===== src/rtl/vector_motor_ctrl.sv =====
// Differential-drive motor controller: mixes BLE (direction, magnitude)
// vectors into slew-limited left/right duties and 8-bit PWM, with watchdog.
module vector_motor_ctrl #(
    parameter int PWM_DIV        = 4,
    parameter int RAMP_DIV       = 100_000,
    parameter int RAMP_STEP      = 8,
    parameter int TIMEOUT_CYCLES = 50_000_000
) (
    input  logic       clk,
    input  logic       rst,
    input  logic       enable,
    input  logic [7:0] direction,
    input  logic [7:0] magnitude,
    input  logic       vector_valid,
    output logic       pwm_left,
    output logic       pwm_right,
    output logic [7:0] duty_left,
    output logic [7:0] duty_right,
    output logic       timed_out,
    output logic       active
);

    localparam int PD_W = (PWM_DIV > 1) ? $clog2(PWM_DIV) : 1;
    localparam int RD_W = (RAMP_DIV > 1) ? $clog2(RAMP_DIV) : 1;
    localparam int WD_W = (TIMEOUT_CYCLES > 1) ? $clog2(TIMEOUT_CYCLES) : 1;

    localparam logic [PD_W-1:0] PD_MAX = PD_W'(PWM_DIV - 1);
    localparam logic [RD_W-1:0] RD_MAX = RD_W'(RAMP_DIV - 1);
    localparam logic [WD_W-1:0] WD_MAX = WD_W'(TIMEOUT_CYCLES - 1);
    localparam logic [8:0]      STEP9  = 9'(RAMP_STEP);

    typedef enum logic {
        STOPPED,
        RUN
    } state_t;

    state_t          state_q, state_d;
    logic [WD_W-1:0] wd_q, wd_d;
    logic [7:0]      tgt_l_q, tgt_l_d;
    logic [7:0]      tgt_r_q, tgt_r_d;
    logic [7:0]      duty_l_q, duty_l_d;
    logic [7:0]      duty_r_q, duty_r_d;
    logic [RD_W-1:0] rdiv_q, rdiv_d;
    logic [PD_W-1:0] pdiv_q, pdiv_d;
    logic [7:0]      pwm_cnt_q, pwm_cnt_d;
    logic [7:0]      app_l_q, app_l_d;
    logic [7:0]      app_r_q, app_r_d;
    logic            timed_out_q, timed_out_d;
    logic            active_q, active_d;

    logic [9:0] sum_l, sum_r;
    logic [7:0] mix_l, mix_r;
    logic       ramp_tick;
    logic       pwm_step;
    logic       pwm_wrap;

    // Clamp a 10-bit two's complement sum into 0..255.
    function automatic logic [7:0] sat8(input logic [9:0] v);
        logic [7:0] r;
        if (v[9])
            r = 8'd0;
        else if (v[8])
            r = 8'd255;
        else
            r = v[7:0];
        return r;
    endfunction

    // One slew step of duty toward target, never overshooting or wrapping.
    function automatic logic [7:0] ramp(input logic [7:0] duty,
                                        input logic [7:0] tgt);
        logic [8:0] up;
        logic [8:0] dn;
        logic [7:0] r;
        up = {1'b0, duty} + STEP9;
        dn = {1'b0, duty} - STEP9;
        r  = duty;
        if (duty < tgt)
            r = (up >= {1'b0, tgt}) ? tgt : up[7:0];
        else if (duty > tgt)
            r = (dn[8] || (dn[7:0] <= tgt)) ? tgt : dn[7:0];
        return r;
    endfunction

    // Differential mix of the incoming vector.
    always_comb begin
        sum_l = {2'b00, magnitude} + {{2{direction[7]}}, direction};
        sum_r = {2'b00, magnitude} - {{2{direction[7]}}, direction};
        mix_l = sat8(sum_l);
        mix_r = sat8(sum_r);
    end

    // Watchdog FSM; a vector in the expiry cycle takes priority.
    always_comb begin
        state_d = state_q;
        wd_d    = wd_q;
        tgt_l_d = tgt_l_q;
        tgt_r_d = tgt_r_q;
        if (vector_valid) begin
            state_d = RUN;
            wd_d    = '0;
            tgt_l_d = mix_l;
            tgt_r_d = mix_r;
        end else if (wd_q == WD_MAX) begin
            state_d = STOPPED;
            tgt_l_d = 8'd0;
            tgt_r_d = 8'd0;
        end else begin
            wd_d = wd_q + 1'b1;
        end
        timed_out_d = (state_d == STOPPED);
    end

    // Ramp prescaler and slew-limited duty; enable low zeroes duty at once.
    always_comb begin
        ramp_tick = (rdiv_q == RD_MAX);
        rdiv_d    = ramp_tick ? '0 : rdiv_q + 1'b1;
        duty_l_d  = duty_l_q;
        duty_r_d  = duty_r_q;
        if (!enable) begin
            duty_l_d = 8'd0;
            duty_r_d = 8'd0;
        end else if (ramp_tick) begin
            duty_l_d = ramp(duty_l_q, tgt_l_q);
            duty_r_d = ramp(duty_r_q, tgt_r_q);
        end
        active_d = (duty_l_q != 8'd0) || (duty_r_q != 8'd0);
    end

    // PWM counter; duty is sampled only at wrap so periods stay glitch-free.
    always_comb begin
        pwm_step  = (pdiv_q == PD_MAX);
        pdiv_d    = pwm_step ? '0 : pdiv_q + 1'b1;
        pwm_cnt_d = pwm_step ? pwm_cnt_q + 8'd1 : pwm_cnt_q;
        pwm_wrap  = pwm_step && (pwm_cnt_q == 8'hFF);
        app_l_d   = app_l_q;
        app_r_d   = app_r_q;
        if (pwm_wrap) begin
            app_l_d = enable ? duty_l_q : 8'd0;
            app_r_d = enable ? duty_r_q : 8'd0;
        end
    end

    // State registers.
    always_ff @(posedge clk or posedge rst) begin
        if (rst) begin
            state_q     <= STOPPED;
            wd_q        <= '0;
            tgt_l_q     <= 8'd0;
            tgt_r_q     <= 8'd0;
            duty_l_q    <= 8'd0;
            duty_r_q    <= 8'd0;
            rdiv_q      <= '0;
            pdiv_q      <= '0;
            pwm_cnt_q   <= 8'd0;
            app_l_q     <= 8'd0;
            app_r_q     <= 8'd0;
            timed_out_q <= 1'b1;
            active_q    <= 1'b0;
        end else begin
            state_q     <= state_d;
            wd_q        <= wd_d;
            tgt_l_q     <= tgt_l_d;
            tgt_r_q     <= tgt_r_d;
            duty_l_q    <= duty_l_d;
            duty_r_q    <= duty_r_d;
            rdiv_q      <= rdiv_d;
            pdiv_q      <= pdiv_d;
            pwm_cnt_q   <= pwm_cnt_d;
            app_l_q     <= app_l_d;
            app_r_q     <= app_r_d;
            timed_out_q <= timed_out_d;
            active_q    <= active_d;
        end
    end

    assign pwm_left   = enable && (pwm_cnt_q < app_l_q);
    assign pwm_right  = enable && (pwm_cnt_q < app_r_q);
    assign duty_left  = duty_l_q;
    assign duty_right = duty_r_q;
    assign timed_out  = timed_out_q;
    assign active     = active_q;

endmodule


===== config.mk =====
export PLATFORM = sky130hd
export DESIGN_NAME = vector_motor_ctrl
export DESIGN_NICKNAME = d
export VERILOG_FILES = /design/src/rtl/vector_motor_ctrl.sv
export SDC_FILE = /design/constraint.sdc
export NUM_CORES = 1
export LEC_CHECK = 0
export ABC_AREA = 1
export CORE_ASPECT_RATIO = 1.1
export CORE_MARGIN = 1.5
export CORE_UTILIZATION = 62
export DETAILED_ROUTE_END_ITERATION = 16
export PLACE_DENSITY_LB_ADDON = 0.2
export RECOVER_POWER = 50
export SYNTH_ARGS = -nofsm -noshare
export SYNTH_HDL_FRONTEND = slang
export SYNTH_SLANG_ARGS = --single-unit

===== constraint.sdc =====
create_clock -name clk -period 4.9 [get_ports clk]
set_clock_uncertainty 0.05 [all_clocks]
set_input_delay 0.98 -clock clk [delete_from_list [all_inputs] [get_ports clk]]
set_output_delay 0.98 -clock clk [all_outputs]
set_load 0.01 [all_outputs]

# ---- Yosys cells after proc, flatten, opt, wreduce, memory -nomap -nowiden
# Cells that the tools add are included.
dict set report word_totals {
  wordCells 80
  mem_count 0
  ram_bits 0
  latchBits 0
  ff_bits 104
  input_bits 20
  mem_bits_ro 0
  output_inout_bits 20
}
dict set report classes {
  n_eq_ne 8
  n_shift 0
  n_div 0
  mux 27
  add_sub_neg 10
  mul 0
  n_bitwise 1
  magnitude_cmp 10
  n_reduce_logical 11
}
# cell n
set op_table {}
lappend op_table {{$mux 8} 21}
lappend op_table {{$mux 26} 2}
lappend op_table {{$lt 8x8->1} 4}
lappend op_table {{$add 26x1->26 const B} 1}
lappend op_table {{$eq 26x26->1 const B} 1}
lappend op_table {{$add 8x4->9 const B} 2}
lappend op_table {{$ge 9x8->1} 2}
lappend op_table {{$sub 8x4->9 const B} 2}
lappend op_table {{$add 17x1->17 const B} 1}
lappend op_table {{$eq 17x17->1 const B} 1}
lappend op_table {{$mux 17} 1}
lappend op_table {{$gt 8x8->1} 2}
lappend op_table {{$le 8x8->1} 2}
lappend op_table {{$reduce_bool 8->1} 2}
lappend op_table {{$add 9x8->10} 1}
lappend op_table {{$sub 9x8->10} 1}
lappend op_table {{$add 8x1->8 const B} 1}
lappend op_table {{$eq 8x8->1 const B} 1}
lappend op_table {{$ne 3x1->1 const B} 2}
lappend op_table {{$reduce_and 2->1} 2}
lappend op_table {{$logic_and 1x1->1} 3}
lappend op_table {{$logic_or 1x1->1} 3}
lappend op_table {{$add 2x1->2 const B} 1}
lappend op_table {{$eq 2x2->1 const B} 1}
lappend op_table {{other kinds (6)} 7}

# ---- Logic depth before layout (Yosys ltp)
dict set report logic_depth {
  word_depth 8
  depth_mapped 17
  mapped_depth_nobuf 17
}

# ---- Least setup slack after synthesis
# Ideal clock, no wire load.
dict set report synth_timing {
  path_type {in2out}
  from {in enable}
  to {out pwm_left}
  slack_ns 1.998
  arrival_time_ns 1.872
  n_path_buf 2
  path_stages 4
  required_time_ns 3.870
  cell_sequence {clkbuf_1 > inv_2 > clkbuf_1 > nor3_1}
}
dict set report synth_via {
  elab_chain_cells 1
}
# element line
set synth_lines {}
lappend synth_lines {{start, declared} 11} ;# input logic enable,
lappend synth_lines {{$logic_and 1x1->1} 177} ;# assign pwm_left = enable && (pwm_cnt_q < app_l_q);
lappend synth_lines {{end, declared} 15} ;# output logic pwm_left,
# No other way between the ends.

# ---- Final worst setup path
# Ends and elaborated chain as after synthesis.

==> metrics.md <==
| Metric | Value |
|---|---|
| Synth area leaders | `dfrtp_1 (32%), ha_1 (12%), nand2_1 (11%), inv_1 (8.3%), nand3_1 (7.1%)` |
| Yosys top cell by area | `dfrtp_1` |
| Fraction of layout cells with a size suffix above 1 | `0.0647` |
| Post-synthesis cell area | `0.00803 sq mm` |
| First-pass GRT wire length | `30,500 um` |
| Yosys top cell area share | `0.321` |
| Hold_ws | `0.386 ns` |
| Num CTS Buffers | `9` |
| Post-DRT Antenna Nets | `0` |
| Pleak | `0.00461 uW` |
| WL per Instance | `13.6 um` |
| Slew headroom | `-0.911` |
| Rows | `43` |
| Area Growth Syn to Fin | `9.55%` |
| Worst Max-Slew Pin Slew | `2.85 ns` |
| Commonest non-fill, non-tap cells in the layout | `nand2_1 (235), inv_1 (179), nand3_1 (114), dfrtp_1 (103), nor2_1 (101)` |
| 1st-iter DRT viols | `552` |
| CTS clk-pin slew, worst paths | `0.06 ns` |
| Asr flop ratio synth | `1.00` |
| GRT Total Usage | `0.273` |
| CP max FO | `17` |
| Total die area | `0.0136 sq mm` |
| Yosys warns | `0` |
| Min Tclk post-route | `3.93 ns` |
| Crit start category | `input pin` |
| Core footprint | `0.0126 sq mm` |
| Die Height | `122 um` |
| Starting Density | `0.635` |
| Max Fclk | `0.254 GHz` |
| Top-Level Pins | `40` |
| Clk_lat worst skew | `0.36 ns` |
| Hold WC Path Type | `reg2reg` |
| Final wirelength | `17,700 um` |
| Flops & latches, synth | `104` |
| CP Class | `in2out` |
| EDFF count, synth | `0` |
| Crit end category | `output port` |
| Dpl ws | `1.21 ns` |
| Hold_buf cts | `0` |
| Largest net degree at the start of global routing | `66` |
| Net Count, Synth | `1,201` |
| Vias in the first global route | `6,747` |
| CP Data Required Time | `3.87 ns` |
| FILL cells | `1,101` |
| Routability cong. | `0.924` |
| Slack of the critical path | `0.966 ns` |
| Post-synth top flop | `dfrtp_1` |
| HPWL Detailed | `13,300 um` |
| Initial antenna violation count | `0` |
| Post-cts resize count | `0` |
| Clock buffer depth | `2` |
| PwrDens | `453 mW/mm^2` |
| Overflow after GRT | `0` |
| Worst IR Drop VDD | `0.000307 V` |
| Max-slew violations | `66` |
| Sequential share of the synthesized area | `0.324` |
| Die X | `112 um` |
| Setup TNS | `0 ns` |
| TritonCTS clock tree | `yes` |
| Drt first pass iters | `5` |
| PortBufs | `39` |
| Status | `finished with violations` |
| Final setup fails | `0` |
| Final-report hold violation count | `0` |
| # nets final | `1,234` |
| Routed via count | `7,180` |
| Clock sink count | `104` |
| Vias per cell | `5.52` |
| Htree depth | `3` |
| Yosys cell types | `47` |
| Crit path arrival time | `2.90 ns` |
| DRC viols | `0` |
| Final core area utilization | `0.696` |
| Max Cap Viol | `1` |
| # Post-CTS Setup Buffers | `0` |
| Mean Syn Cell Area | `7.27 sq um` |
| Synth Instances | `1,105` |
| Tcrit/Tclk final | `0.803` |
| Most common cell after layout, fill and taps aside | `nand2_1` |
| RSZ-0062 raised after global routing | `no` |
| Cell chosen for the clock root | `clkbuf_16` |
| Antenna fix cells | `0` |
| Failing checks | `capacitance limit, slew limit` |
## power by group
| group | internal [uW] | switching [uW] |
|---|---|---|
| Clock | 345 | 324 |
| Sequential | 945 | 193 |
| Combinational | 845 | 1330 |
| Total | 2140 | 1850 |
## cell families (layout without fill, tap and decap cells)
| kind of cell | count (synthesis) | after routing | share of synthesized area |
|---|---|---|---|
| and+or+nand+nor | 557 | 557 | 0.324 |
| AOI/OAI and AO/OA | 122 | 122 | 0.0899 |
| buffers and inverters | 210 | 248 | 0.100 |
| adders and majority gates | 76 | 76 | 0.120 |
| xor gates and xnor gates | 36 | 36 | 0.0416 |
| DFF | 104 | 104 | 0.324 |
## worst max-delay path, stage by stage
cell and delay (ns):
dlygate4sd3_1 0.52, buf_4 0.21, inv_1 0.32, nor3_1 0.30, clkdlybuf4s50_1 0.57
## sequential cells by signal, summed over array words and instances (netlist names), 8 cells and up
name / flops
wd_q: 26
tgt_l_q: 8
duty_right: 8
pwm_cnt_q: 8
app_l_q: 8
app_r_q: 8
duty_left: 8
rdiv_q: 17
tgt_r_q: 8
## path summary, 6_finish.rpt
check | to | slack (ns) | cells after the start | from
worst max-delay path | pwm_left | 0.97 | 5 | enable
worst min-delay path | pdiv_q[0]$_DFF_PP0_ | 0.39 | 1 | pdiv_q[0]$_DFF_PP0_
worst max register to register | duty_right[1]$_DFFE_PP0P_ | 1.86 | 17 | duty_right[3]$_DFFE_PP0P_
worst min register to register | pdiv_q[0]$_DFF_PP0_ | 0.39 | 1 | pdiv_q[0]$_DFF_PP0_
max in group asynchronous | active$_DFF_PP0_ | 1.69 | 3 | rst
min in group asynchronous | rdiv_q[13]$_DFF_PP0_ | 1.83 | 2 | rst
## metal layers
layer  GRT usage  part of all wire  up-vias
met3      0.0331             0.043       36
met5           0                 0        -
met4       0.113             0.024        0
li1            -                 -     3664
met1       0.356              0.45     3308
met2       0.464              0.48      172
## final cells by class
| cell class | count | area, sq um | share of cell area |
|---|---|---|---|
| multi-input combinational | 791 | 4600 | 0.523 |
| sequential | 104 | 2600 | 0.296 |
| inverter | 188 | 707 | 0.0803 |
| timing repair buffer | 44 | 424 | 0.0482 |
| clock buffer | 11 | 233 | 0.0264 |
| tap | 157 | 196 | 0.0223 |
| clock inverter | 5 | 32.5 | 0.00370 |
## per-stage QoR
stage	cell area [sq um]	total power, uW	std cells
4_1_cts	8820	3980	1300
3_5_place_dp	8560	3300	1284
2_1_floorplan	8030	2750	1105
6_report	8800	3990	1300
5_1_grt	8800	4340	1300
3_3_place_gp	8560	3250	1284
## cell usage after synthesis, types with 9 or more instances
library cell / n
nand2_1: 234
inv_1: 178
nand3_1: 114
dfrtp_1: 103
nor2_1: 98
ha_1: 74
a21oi_1: 50
nand4_1: 31
xor2_1: 31
nor3_1: 21
o21ai_0: 21
o31ai_1: 14
nand2_2: 13
clkbuf_1: 12
inv_2: 10
nor2_2: 9
Note: power is estimated with default switching activity, not from simulation.
